`src/rtl/arb_rr_oht_if.sv`:
```
// Request/grant bundle between requesters, the round-robin arbiter and the downstream sink.
// The master modport is the arbiter view and the slave modport is the requester/sink view.
interface arb_rr_oht_if #(
    parameter int WIDTH = 4
);
    localparam int WIDTH_LOG = (WIDTH > 1) ? $clog2(WIDTH) : 1;

    logic [WIDTH-1:0]     req;
    logic                 ack;
    logic                 lst;
    logic [WIDTH-1:0]     grt;
    logic [WIDTH_LOG-1:0] idx;
    logic                 vld;
    logic                 lck;

    modport master (
        input  req, ack, lst,
        output grt, idx, vld, lck
    );

    modport slave (
        output req, ack, lst,
        input  grt, idx, vld, lck
    );
endinterface

```
`src/rtl/arb_rr_oht.sv`:
```
// Round-robin arbiter with one-hot grant that locks onto a requester until the
// last beat of its packet is accepted.
module arb_rr_oht #(
    parameter int WIDTH = 4
) (
    input  logic         clk,
    input  logic         rst,
    arb_rr_oht_if.master bus
);
    localparam int WIDTH_LOG = (WIDTH > 1) ? $clog2(WIDTH) : 1;

    localparam logic [0:0] ST_IDLE = 1'b0;
    localparam logic [0:0] ST_LOCK = 1'b1;

    logic [0:0]           state_q, state_d;
    logic [WIDTH_LOG-1:0] ptr_q, ptr_d;
    logic [WIDTH-1:0]     gnt_q, gnt_d;

    logic [WIDTH-1:0]     hi_mask;
    logic [WIDTH-1:0]     req_hi;
    logic [WIDTH-1:0]     arb_gnt;
    logic [WIDTH-1:0]     grt;
    logic [WIDTH_LOG-1:0] idx;
    logic                 vld;
    logic                 done;

    // Two-level search: lowest request at or above ptr, else lowest overall (wrap).
    // x & (~x + 1) isolates the lowest set bit, so the result is one-hot by construction.
    always_comb begin
        hi_mask = ~((WIDTH'(1) << ptr_q) - WIDTH'(1));
        req_hi  = bus.req & hi_mask;
        if (req_hi != '0) begin
            arb_gnt = req_hi & (~req_hi + WIDTH'(1));
        end else begin
            arb_gnt = bus.req & (~bus.req + WIDTH'(1));
        end
    end

    assign grt  = (state_q == ST_LOCK) ? gnt_q : arb_gnt;
    assign vld  = |(bus.req & grt);
    assign done = vld && bus.ack && bus.lst;

    always_comb begin
        idx = '0;
        for (int i = 0; i < WIDTH; i++) begin
            if (grt[i]) begin
                idx = idx | WIDTH_LOG'(i);
            end
        end
    end

    // NOTE: every variable gets its hold value before any branch, so no path leaves
    // one unassigned and no latch is inferred.
    always_comb begin
        state_d = state_q;
        ptr_d   = ptr_q;
        gnt_d   = gnt_q;
        if (done) begin
            state_d = ST_IDLE;
            ptr_d   = (idx == WIDTH_LOG'(WIDTH - 1)) ? '0 : idx + WIDTH_LOG'(1);
        end else if (state_q == ST_IDLE && vld) begin
            state_d = ST_LOCK;
            gnt_d   = grt;
        end
    end

    // NOTE: state flops use non-blocking assignments so all of them update from the
    // same pre-edge values, regardless of statement order.
    always_ff @(posedge clk) begin
        if (rst) begin
            state_q <= ST_IDLE;
            ptr_q   <= '0;
            gnt_q   <= '0;
        end else begin
            state_q <= state_d;
            ptr_q   <= ptr_d;
            gnt_q   <= gnt_d;
        end
    end

    assign bus.grt = grt;
    assign bus.idx = idx;
    assign bus.vld = vld;
    assign bus.lck = (state_q == ST_LOCK);
endmodule

```
`src/flat_wrapper.sv`:
```
// flat-port wrapper written by rule: the top's interface ports become plain ports
module arb_rr_oht_flat 
#(
    parameter int WIDTH = 4
)
  (clk, rst, bus_req, bus_ack, bus_lst, bus_grt, bus_idx, bus_vld, bus_lck);
  arb_rr_oht_if #(.WIDTH(WIDTH)) bus_i ();
  input  logic clk;
  input  logic rst;
  input wire logic [$bits(bus_i.req)-1:0] bus_req;
  input wire logic [$bits(bus_i.ack)-1:0] bus_ack;
  input wire logic [$bits(bus_i.lst)-1:0] bus_lst;
  output wire logic [$bits(bus_i.grt)-1:0] bus_grt;
  output wire logic [$bits(bus_i.idx)-1:0] bus_idx;
  output wire logic [$bits(bus_i.vld)-1:0] bus_vld;
  output wire logic [$bits(bus_i.lck)-1:0] bus_lck;
  assign bus_i.req = bus_req;
  assign bus_i.ack = bus_ack;
  assign bus_i.lst = bus_lst;
  assign bus_grt = bus_i.grt;
  assign bus_idx = bus_i.idx;
  assign bus_vld = bus_i.vld;
  assign bus_lck = bus_i.lck;
  arb_rr_oht #(.WIDTH(WIDTH)) u_core (.clk(clk), .rst(rst), .bus(bus_i));
endmodule
```
`config.mk`:
```
export PLATFORM = sky130hd
export DESIGN_NAME = arb_rr_oht_flat
export DESIGN_NICKNAME = d
export VERILOG_FILES = /design/src/rtl/arb_rr_oht_if.sv /design/src/rtl/arb_rr_oht.sv /design/src/flat_wrapper.sv
export SDC_FILE = /design/constraint.sdc
export NUM_CORES = 1
export LEC_CHECK = 0
export CORE_AREA = 2 2 39 41
export DETAILED_ROUTE_END_ITERATION = 7
export DIE_AREA = 0 0 41 43
export DONT_BUFFER_PORTS = 1
export SETUP_SLACK_MARGIN = 0.5
export SYNTH_ARGS = -nofsm -noshare
export SYNTH_HDL_FRONTEND = slang
export SYNTH_SLANG_ARGS = --single-unit
```
`constraint.sdc`:
```
create_clock -name clk -period 2.3 [get_ports clk]
set_input_delay 0.46 -clock clk [delete_from_list [all_inputs] [get_ports clk]]
set_output_delay 0.46 -clock clk [all_outputs]
set_load 0.01 [all_outputs]
```
Yosys cells after proc, flatten, opt, wreduce, memory -nomap -nowiden
Index checks and enable logic that the tools add are counted. Widths: inputs -> output; s select.

Input port bits: 8. Bits in latches: 0. Bits in registers: 7. Memories: 0. Bits in writable memories: 0. Bits in read-only memories: 0. Word-level logic and storage cells: 31.

Shifts and indexed selects: 1. Reduce and logical (&&, ||, !) cells: 7. Equal/unequal tests: 1. Bitwise gates (word level): 9. Mux-type cells: 6. Divide/modulo/power cells: 0. $lt $le $gt $ge: 0. Add/sub/neg operators: 4. Multiply operators: 0.

Operator list (number): $and 4x4->4 (4); $not 4->4 (3); $add 4x1->4 const B (2); $mux 4 (2); $mux 2 (3); $reduce_bool 4->1 (1); $reduce_or 4->1 (1); $shl 1x2->4 const A (1); $sub 4x2->4 const B (1); $logic_and 1x1->1 (3); $add 2x1->2 const B (1); $eq 2x2->1 const B (1); $not 1->1 (2); $reduce_and 2->1 (1); $reduce_or 2->1 (1); $mux 1 (1).

Logic depth before layout (Yosys ltp)
Gate-level depths: netlist of the first run.

Depth in word-level cells: 15. Gate-level depth with buffers: 7. Gate-level depth less buffers: 6.

Worst setup path after synthesis of the first run
OpenSTA, ideal clock, no wires.

Path kind: input-to-reg. From: input port bus_req[2]. To: register u_core.gnt_q[0]. Required time: 2.179 ns. Buffers on the path: 1. Setup time: 0.121 ns. Stages on the path: 6. Data arrival time: 1.791 ns. Path slack: 0.388 ns. Cells stage by stage: buf_4 -> o21ba_1 -> o21ai_2 -> a311oi_4 -> a221oi_4 -> mux2_4.

Cells in the longest elaborated chain, start to end: 12. Elaborated cells between the ends (all ways): 17. Classes of those cells: 2 x add/sub; 2 x mux; 7 x bitwise; 6 x reduce/logical.

RTL lines: from (decl) (RTL line flat_wrapper.sv:10) `input wire logic [$bits(bus_i.req)-1:0] bus_req;`; $and 4x4->4 (RTL line arb_rr_oht.sv:31) `req_hi = bus.req & hi_mask;`; $not 4->4 (RTL line arb_rr_oht.sv:33) `arb_gnt = req_hi & (~req_hi + WIDTH'(1));`; $add 4x1->4 (RTL line arb_rr_oht.sv:33); $and 4x4->4 (RTL line arb_rr_oht.sv:33); $mux 4 (RTL line arb_rr_oht.sv:32) `if (req_hi != '0) begin`; $mux 4 (RTL line arb_rr_oht.sv:39) `assign grt = (state_q == ST_LOCK) ? gnt_q : arb_gnt;`; $and 4x4->4 (RTL line arb_rr_oht.sv:40) `assign vld = |(bus.req & grt);`; $reduce_or 4->1 (RTL line arb_rr_oht.sv:40); $logic_and 1x1->1 (2 in series) (RTL line arb_rr_oht.sv:41) `assign done = vld && bus.ack && bus.lst;`; $not 1->1 (no source line); $reduce_and 2->1 (no source line); to (signal assigned) (RTL line arb_rr_oht.sv:77) `gnt_q <= gnt_d;`; to (decl) (RTL line arb_rr_oht.sv:17) `logic [WIDTH-1:0] gnt_q, gnt_d;`.

Parallel ways exist; a longest one is shown, timed or not. A chain may end at the register's enable or synchronous reset.

Final worst setup path of the first run
From: register u_core.ptr_q[0]. To: output port bus_vld.

Cells in the longest elaborated chain, start to end: 11. Elaborated cells between the ends (all ways): 12. Classes of those cells: 2 x add/sub; 1 x shift; 2 x mux; 5 x bitwise; 2 x reduce/logical.

RTL lines: from (decl) (RTL line arb_rr_oht.sv:16) `logic [WIDTH_LOG-1:0] ptr_q, ptr_d;`; from (signal assigned) (RTL line arb_rr_oht.sv:76) `ptr_q <= ptr_d;`; $shl 1x2->4 (*) (RTL line arb_rr_oht.sv:30) `hi_mask = ~((WIDTH'(1) << ptr_q) - WIDTH'(1));`; $sub 4x2->4 (*) (RTL line arb_rr_oht.sv:30); $not 4->4 (*) (RTL line arb_rr_oht.sv:30); $and 4x4->4 (*) (RTL line arb_rr_oht.sv:31); $not 4->4 (RTL line arb_rr_oht.sv:33); $add 4x1->4 (RTL line arb_rr_oht.sv:33); $and 4x4->4 (RTL line arb_rr_oht.sv:33); $mux 4 (*) (RTL line arb_rr_oht.sv:32); $mux 4 (*) (RTL line arb_rr_oht.sv:39); $and 4x4->4 (*) (RTL line arb_rr_oht.sv:40); $reduce_or 4->1 (*) (RTL line arb_rr_oht.sv:40); to (decl) (RTL line flat_wrapper.sv:15) `output wire logic [$bits(bus_i.vld)-1:0] bus_vld;`.

Every way passes the cells marked *; elsewhere a longest branch is shown, timed or not.

==> summary.md, run 1 <==
| Metric | Value |
|---|---|
| Outcome | `finished clean` |
| Crit-path slowest cell | `dfxtp_2` |
| Post-synthesis cell count | `73` |
| Synthesized area | `626 µm²` |
| Max Clk Rate | `541 MHz` |
| Area after DPL | `647 µm²` |
| Die W | `41 µm` |
| Number of core rows | `14` |
| Crit path cell chain | `nor2b_2 > o2111ai_4 > o211a_4 > nand2_2` |
| Post-layout min period | `1850 ps` |
| Final setup viols | `0` |
| Hold Crit Depth | `1` |
| Internal power | `0.335 mW` |
| Cell area after layout | `912 µm²` |
| Clock Sinks | `7` |
| Final hold slack | `263 ps` |
| Worst-path clk slew | `50 ps` |
| Number of flops mapped to enable cells by yosys | `0` |
| Share of cells above drive strength 1 | `52.7%` |
| Combinational power share | `49.2%` |
| Min-delay src | `rst` |
| Post-route insts no fill | `109` |
| Hold Crit Class | `in -> reg` |
| FF-to-FF Start | `u_core.ptr_q[0]$_SDFFE_PP0P_` |
| Slew HR | `73.3%` |
| Critical Path Fanout Max | `8` |
| Final Hold Viols | `0` |
| Gpl congestion | `0.744` |
| Root buffer cell | `clkbuf_4` |
| LEAKAGE | `0.388 nW` |
| Final routed DRC violation total | `0` |
| Area growth, synth to finish | `45.8%` |
| CTS tree | `built` |
| Stages on worst setup path | `4` |
| Routing usage on met1 | `31.7%` |
| Clk pwr share | `21.3%` |
| DRT Wirelength | `1960 µm` |
| Yosys warning count | `0` |
| Vias | `674` |
| Total track usage | `26.5%` |
| Initial core utilization | `45.2%` |
| Die area | `0.00176 mm²` |
| Core Region | `0.00138 mm²` |
| NumNets Final | `102` |
| Power per cell area | `585 mW/mm²` |
| CTS Buffer Depth | `2` |
| Largest net degree at the start of global routing | `11` |
| Reg2reg path depth | `6` |
| Post-Syn Nets | `81` |
| Reg2reg end | `u_core.gnt_q[2]$_SDFFE_PP0P_` |
| Critical Path End Type | `output port` |
| Top-Level Pins | `16` |
| Maximum vdd drop | `0.418 mV` |
| Number of global-route vias before repair | `627` |
| Syn avg cell area | `8.57 µm²` |
| FF+latch area | `149 µm²` |
| Slew at the pin with the worst max-slew slack | `400 ps` |
| Final worst slack | `452 ps` |
| Antenna Cells | `0` |
| Hold buffer count at cts | `0` |
| Initial antenna violation count | `0` |
| First-pass GRT wire length | `3070 µm` |
| Footprint of the multi-input gates | `548 µm²` |
| Critical Path Start Type | `flip-flop` |
| Max Cap Viol | `0` |
| FF+latch count, synth | `7` |
| Detail-routed via count per cell | `6.18` |
| RSZ-0062 raised after global routing | `true` |
| Number of DRC markers in iteration 0 | `17` |
| Routed Antenna Nets | `0` |
| Total congestion overflow | `0` |
| Post-placement cell count | `88` |
| Met2 global-route usage | `40.6%` |
| M3 GR Usage | `7.33%` |
| CP peak stage delay | `370 ps` |
| Post-synth ARST share | `0%` |
| DP Worst Slack | `315 ps` |
| Die Y-Extent | `43 µm` |
| Crit path DAT | `1390 ps` |
| Fin crit share | `80.3%` |
| Reg power frac | `29.6%` |
| Worst-Skew Late Latency | `250 ps` |
| Data required, critical path | `1840 ps` |
| Fillers | `131` |
| GRT Max-Usage Layer | `met2` |
| Min-Delay Endpoint | `u_core.bus.lck$_SDFFE_PP0P_` |
| Hpwl dp | `1090 µm` |
| H-tree depth | `1` |
| Drt first pass iters | `4` |
| Net switching power figure | `0.199 mW` |
| Post-detailed-route wirelength per cell | `18.0 µm` |
| Net Sw Frac | `37.2%` |
| IO buf count | `0` |
| Most used DFF post-synth | `dfxtp_1` |
| Num CTS Buffers | `3` |
| Crit path buf inv count | `0` |
| Seq/Total Area, Yosys | `22.4%` |
| Synth unique cells | `34` |
| Reg-to-reg slack, setup | `470 ps` |
| Pins Over Slew Limit | `0` |
| Final Skew | `4.18 ps` |
| Worst Setup Path Type | `reg -> out` |
| Setup TNS | `0 ps` |
| Family with the most delay on the worst path | `compound AO/OA/AOI/OAI gates` |
==> final cells by class <==
class,count,share of cell area (%)
Clock buffer,4,2.88
Inverter,6,2.47
Multi-Input combinational cell,58,60.1
Sequential cell,7,16.3
Tap cell,16,2.19
Timing Repair Buffer,18,16.0
==> Yosys cell counts (2+ instances only) <==
| master | instances | area (µm²) |
|---|---|---|
| nand2_1 | 10 | 37.5 |
| dfxtp_1 | 7 | 140 |
| inv_1 | 6 | 22.5 |
| nor2_1 | 5 | 18.8 |
| nor2b_1 | 4 | 25.0 |
| a21oi_1 | 3 | 15.0 |
| mux2_4 | 3 | 45.0 |
| mux2i_1 | 3 | 30.0 |
| nand3_1 | 3 | 15.0 |
| a32oi_1 | 2 | 17.5 |
| nor3b_1 | 2 | 15.0 |
| o21ai_1 | 2 | 10.0 |
| o21bai_1 | 2 | 15.0 |
==> layout by cell type (no fill, tap or decap), types with 2 or more instances in the layout <==
master    netlist  final
buf_4           1     15
nand2_1        10      8
inv_1           6      4
nor2b_1         4      4
dfxtp_1         7      4
nor2_1          5      3
mux2i_1         3      3
mux2_4          3      3
clkbuf_4        0      3
buf_6           0      3
inv_2           0      2
o21bai_1        2      2
nor2_2          0      2
a21oi_2         1      2
nand2_2         0      2
nand3_1         3      2
a21oi_1         3      2
dfxtp_4         0      2
==> routing by layer <==
layer  vias to the layer above  part of all wire [%]
li1                        318                     -
met1                       327                    39
met2                        25                    53
met3                         4                   5.1
met4                         0                   2.0
met5                         -                     0
==> how the worst max path moves through the flow <==
| stage | from | end |
|---|---|---|
| 2_1_floorplan | bus_req[2] | u_core.gnt_q[0]$_SDFFE_PP0P_ |
| 3_3_place_gp | u_core.bus.lck$_SDFFE_PP0P_ | bus_vld |
| 3_5_place_dp | u_core.bus.lck$_SDFFE_PP0P_ | bus_vld |
| 4_1_cts | u_core.ptr_q[1]$_SDFFE_PP0P_ | bus_vld |
| 5_1_grt | u_core.ptr_q[1]$_SDFFE_PP0P_ | bus_vld |
| 6_report | u_core.ptr_q[0]$_SDFFE_PP0P_ | bus_vld |
==> state kept, by name, indices dropped and copies added (netlist names) <==
signal / count
u_core.bus.lck: 1
u_core.gnt_q: 4
u_core.ptr_q: 2
==> per-stage QoR <==
step	util, %	total power, mW
floorplan	-	0.298
global placement	46.7	0.319
detailed placement	46.7	0.320
CTS	61.3	0.499
global route	65.9	0.560
finish	65.9	0.534
==> cells by family (layout without fill, tap and decap cells) <==
group,Yosys count,after routing,share of synthesized area [%]
mux,6,6,12.0
buf+inv,8,28,5.60
compound gates,26,26,39.8
flops,7,7,22.4
simple gates,26,26,20.2
==> timing repair <==
| item | CTS | global route |
|---|---|---|
| pin swaps | 11 | 7 |
| buffers inserted | 13 | 4 |
| gates resized for setup | 19 | 8 |
| endpoints found under the setup margin | 12 | 12 |
| cloned | 0 | 0 |
==> power by group through the flow <==
stage / Combinational [mW] / Clock (mW) / Sequential [mW]
global placement: 0.162 / 0 / 0.157
CTS: 0.229 / 0.116 / 0.153
finish: 0.262 / 0.114 / 0.158
floorplan: 0.150 / 0 / 0.148
detailed placement: 0.164 / 0 / 0.157
global route: 0.278 / 0.122 / 0.159
No activity file was read; power rests on OpenSTA's default activity.
==> inputs of run 2 (changes only) <==
clock period = 1.49 ns   (was 2.3 ns; I/O delays follow)
==> summary.md, run 2 (synthesis results as in run 1) <==
| Metric | Value |
|---|---|
| Vias | `687 (+1.9%)` |
| Final Hold Viols | `0 (unchanged)` |
| FF-to-FF Start | `u_core.ptr_q[1]$_SDFFE_PP0P_` |
| Hold Crit Depth | `1 (unchanged)` |
| Gpl congestion | `0.806 (+8.3%)` |
| Worst-Skew Late Latency | `260 ps (about the same)` |
| Total power | `0.885 mW (+66%)` |
| Clock Sinks | `7 (unchanged)` |
| Slew HR | `76.3% (+2.9 points)` |
| Post-layout min period | `1830 ps` |
| Net switching power figure | `0.322 mW (+62%)` |
| Detail-routed via count per cell | `5.87 (-5.0%)` |
| H-tree depth | `1 (unchanged)` |
| Top reg by flops | `u_core.gnt_q` |
| Hpwl dp | `1190 µm (+9.5%)` |
| Reg power frac | `26.7% (-2.9 points)` |
| CTS Buffer Depth | `2 (unchanged)` |
| Cell area after layout | `0.00101 mm² (+10%)` |
| Reg2reg end | `u_core.gnt_q[2]$_SDFFE_PP0P_` |
| Outcome | `finished with violations` |
| Maximum vdd drop | `0.463 mV (+11%)` |
| Critical Path Fanout Max | `8 (unchanged)` |
| Crit path DAT | `1530 ps (+140 ps)` |
| DRT Wirelength | `1930 µm (-1.8%)` |
| Fin crit share | `123%` |
| Final setup viols | `14 (+14)` |
| Share of cells above drive strength 1 | `59.4% (+6.7 points)` |
| Worst Setup Path Type | `reg -> out` |
| CTS tree | `built` |
| Final Skew | `3.73 ps (-0.453 ps)` |
| Area after DPL | `791 µm² (+22%)` |
| NumNets Final | `110 (+7.8%)` |
| Initial antenna violation count | `0 (unchanged)` |
| LEAKAGE | `0.445 nW (+15%)` |
| Power per cell area | `880 mW/mm² (+50%)` |
| Largest net degree at the start of global routing | `11 (unchanged)` |
| Number of global-route vias before repair | `686 (+9.4%)` |
| Hold Crit Class | `in -> reg` |
| Final routed DRC violation total | `0 (unchanged)` |
| Pins Over Slew Limit | `0 (unchanged)` |
| Reg-to-reg slack, setup | `-310 ps (-780 ps)` |
| Slew at the pin with the worst max-slew slack | `356 ps (-43.7 ps)` |
| Combinational power share | `52.5% (+3.3 points)` |
| Min-delay src | `rst` |
| Initial core utilization | `45.2% (unchanged)` |
| Violated checks | `negative setup slack` |
| Area growth, synth to finish | `60.8%` |
| Most frequent cells in the layout | `buf_4, nand2_1, buf_6, dfxtp_1` |
| Final worst slack | `-343 ps (-795 ps)` |
| Post-detailed-route wirelength per cell | `16.5 µm (-8.5%)` |
| Max reg flops | `4 (unchanged)` |
| Net Sw Frac | `36.4% (-0.85 points)` |
| Data required, critical path | `1190 ps (-650 ps)` |
| Die Y-Extent | `43 µm (unchanged)` |
| Internal power | `0.564 mW (+68%)` |
| Core Region | `0.00138 mm² (unchanged)` |
| Reg2reg path depth | `6 (unchanged)` |
| IO buf count | `0 (unchanged)` |
| Total track usage | `24.7% (-1.8 points)` |
| Routed Antenna Nets | `0 (unchanged)` |
| Die area | `0.00176 mm² (unchanged)` |
| Antenna Cells | `0 (unchanged)` |
| Number of core rows | `14 (unchanged)` |
| Total congestion overflow | `0 (unchanged)` |
| RSZ-0062 raised after global routing | `true` |
| Number of DRC markers in iteration 0 | `8 (-9)` |
| Critical Path End Type | `output port` |
| Min-Delay Endpoint | `u_core.bus.lck$_SDFFE_PP0P_` |
| Critical Path Start Type | `flip-flop` |
| Root buffer cell | `clkbuf_4` |
| Num CTS Buffers | `3 (unchanged)` |
| First-pass GRT wire length | `2920 µm (-5.0%)` |
| Worst-path clk slew | `60 ps (about the same)` |
| Drt first pass iters | `4 (unchanged)` |
| Top-Level Pins | `16 (unchanged)` |
| Max Cap Viol | `0 (unchanged)` |
| Die W | `41 µm (unchanged)` |
| Most common cell after layout, fill and taps aside | `buf_4` |
| Clk pwr share | `20.9% (-0.4 points)` |
| Max Clk Rate | `546 MHz` |
| DP Worst Slack | `-219 ps (-534 ps)` |
==> run 2: final cells by class <==
type,instances,area [µm²]
Timing Repair Buffer,26,221
Fill cell,106,378
Inverter,6,22.5
Sequential cell,7,151
Multi-Input combinational cell,58,564
Tap cell,16,20.0
Clock buffer,4,26.3
==> run 2: power by group through the flow <==
stage / sequential (mW) / clock (mW) / combinational [mW]
2_1_floorplan: 0.230 / 0 / 0.247
3_3_place_gp: 0.233 / 0 / 0.353
3_5_place_dp: 0.234 / 0 / 0.355
4_1_cts: 0.234 / 0.185 / 0.430
5_1_grt: 0.238 / 0.196 / 0.496
6_report: 0.236 / 0.185 / 0.465
==> run 2: per-layer routing <==
layer	GRT usage, %	up-vias	wire length, µm
met1	31.5	332	827
li1	-	336	-
met2	37.8	15	988
met5	0	-	0
met3	3.14	4	71
met4	14.0	0	40
==> run 2: worst max path at each step <==
stage | start | end | depth (start not counted)
floorplan | bus_req[2] | u_core.gnt_q[0]$_SDFFE_PP0P_ | 6
global placement | u_core.bus.lck$_SDFFE_PP0P_ | u_core.gnt_q[0]$_SDFFE_PP0P_ | 6
detailed placement | u_core.bus.lck$_SDFFE_PP0P_ | u_core.gnt_q[2]$_SDFFE_PP0P_ | 6
CTS | u_core.ptr_q[0]$_SDFFE_PP0P_ | u_core.gnt_q[2]$_SDFFE_PP0P_ | 6
global route | u_core.bus.lck$_SDFFE_PP0P_ | u_core.gnt_q[2]$_SDFFE_PP0P_ | 6
finish | u_core.ptr_q[1]$_SDFFE_PP0P_ | bus_vld | 5
==> run 2: stage by stage <==
step | utilization [%] | TNS (ps) | cells | hold WS [ps]
finish | 72.7 | -3280 | 117 | 101
global placement | 57.1 | -1210 | 104 | 371
CTS | 68.6 | -3110 | 115 | 101
global route | 72.7 | -3780 | 117 | 98.4
detailed placement | 57.1 | -1300 | 104 | 374
floorplan | - | -713 | 73 | 369
==> run 2: worst max-delay path, cell delays in order (launching register included) <==
cell	delay, ps
dfxtp_4	400
a21oi_2	60
o2111a_2	280
a311oi_4	290
buf_4	180
nand2_4	50
==> run 2: what timing repair did <==
| action | 4_1_cts | 5_1_grt |
|---|---|---|
| gates resized for setup | 20 | 10 |
| setup endpoints to repair | 15 | 15 |
| endpoints found under the hold margin | 0 | 0 |
| setup buffers | 7 | 2 |
| pin swaps | 12 | 9 |
| hold buffers | 0 | 0 |
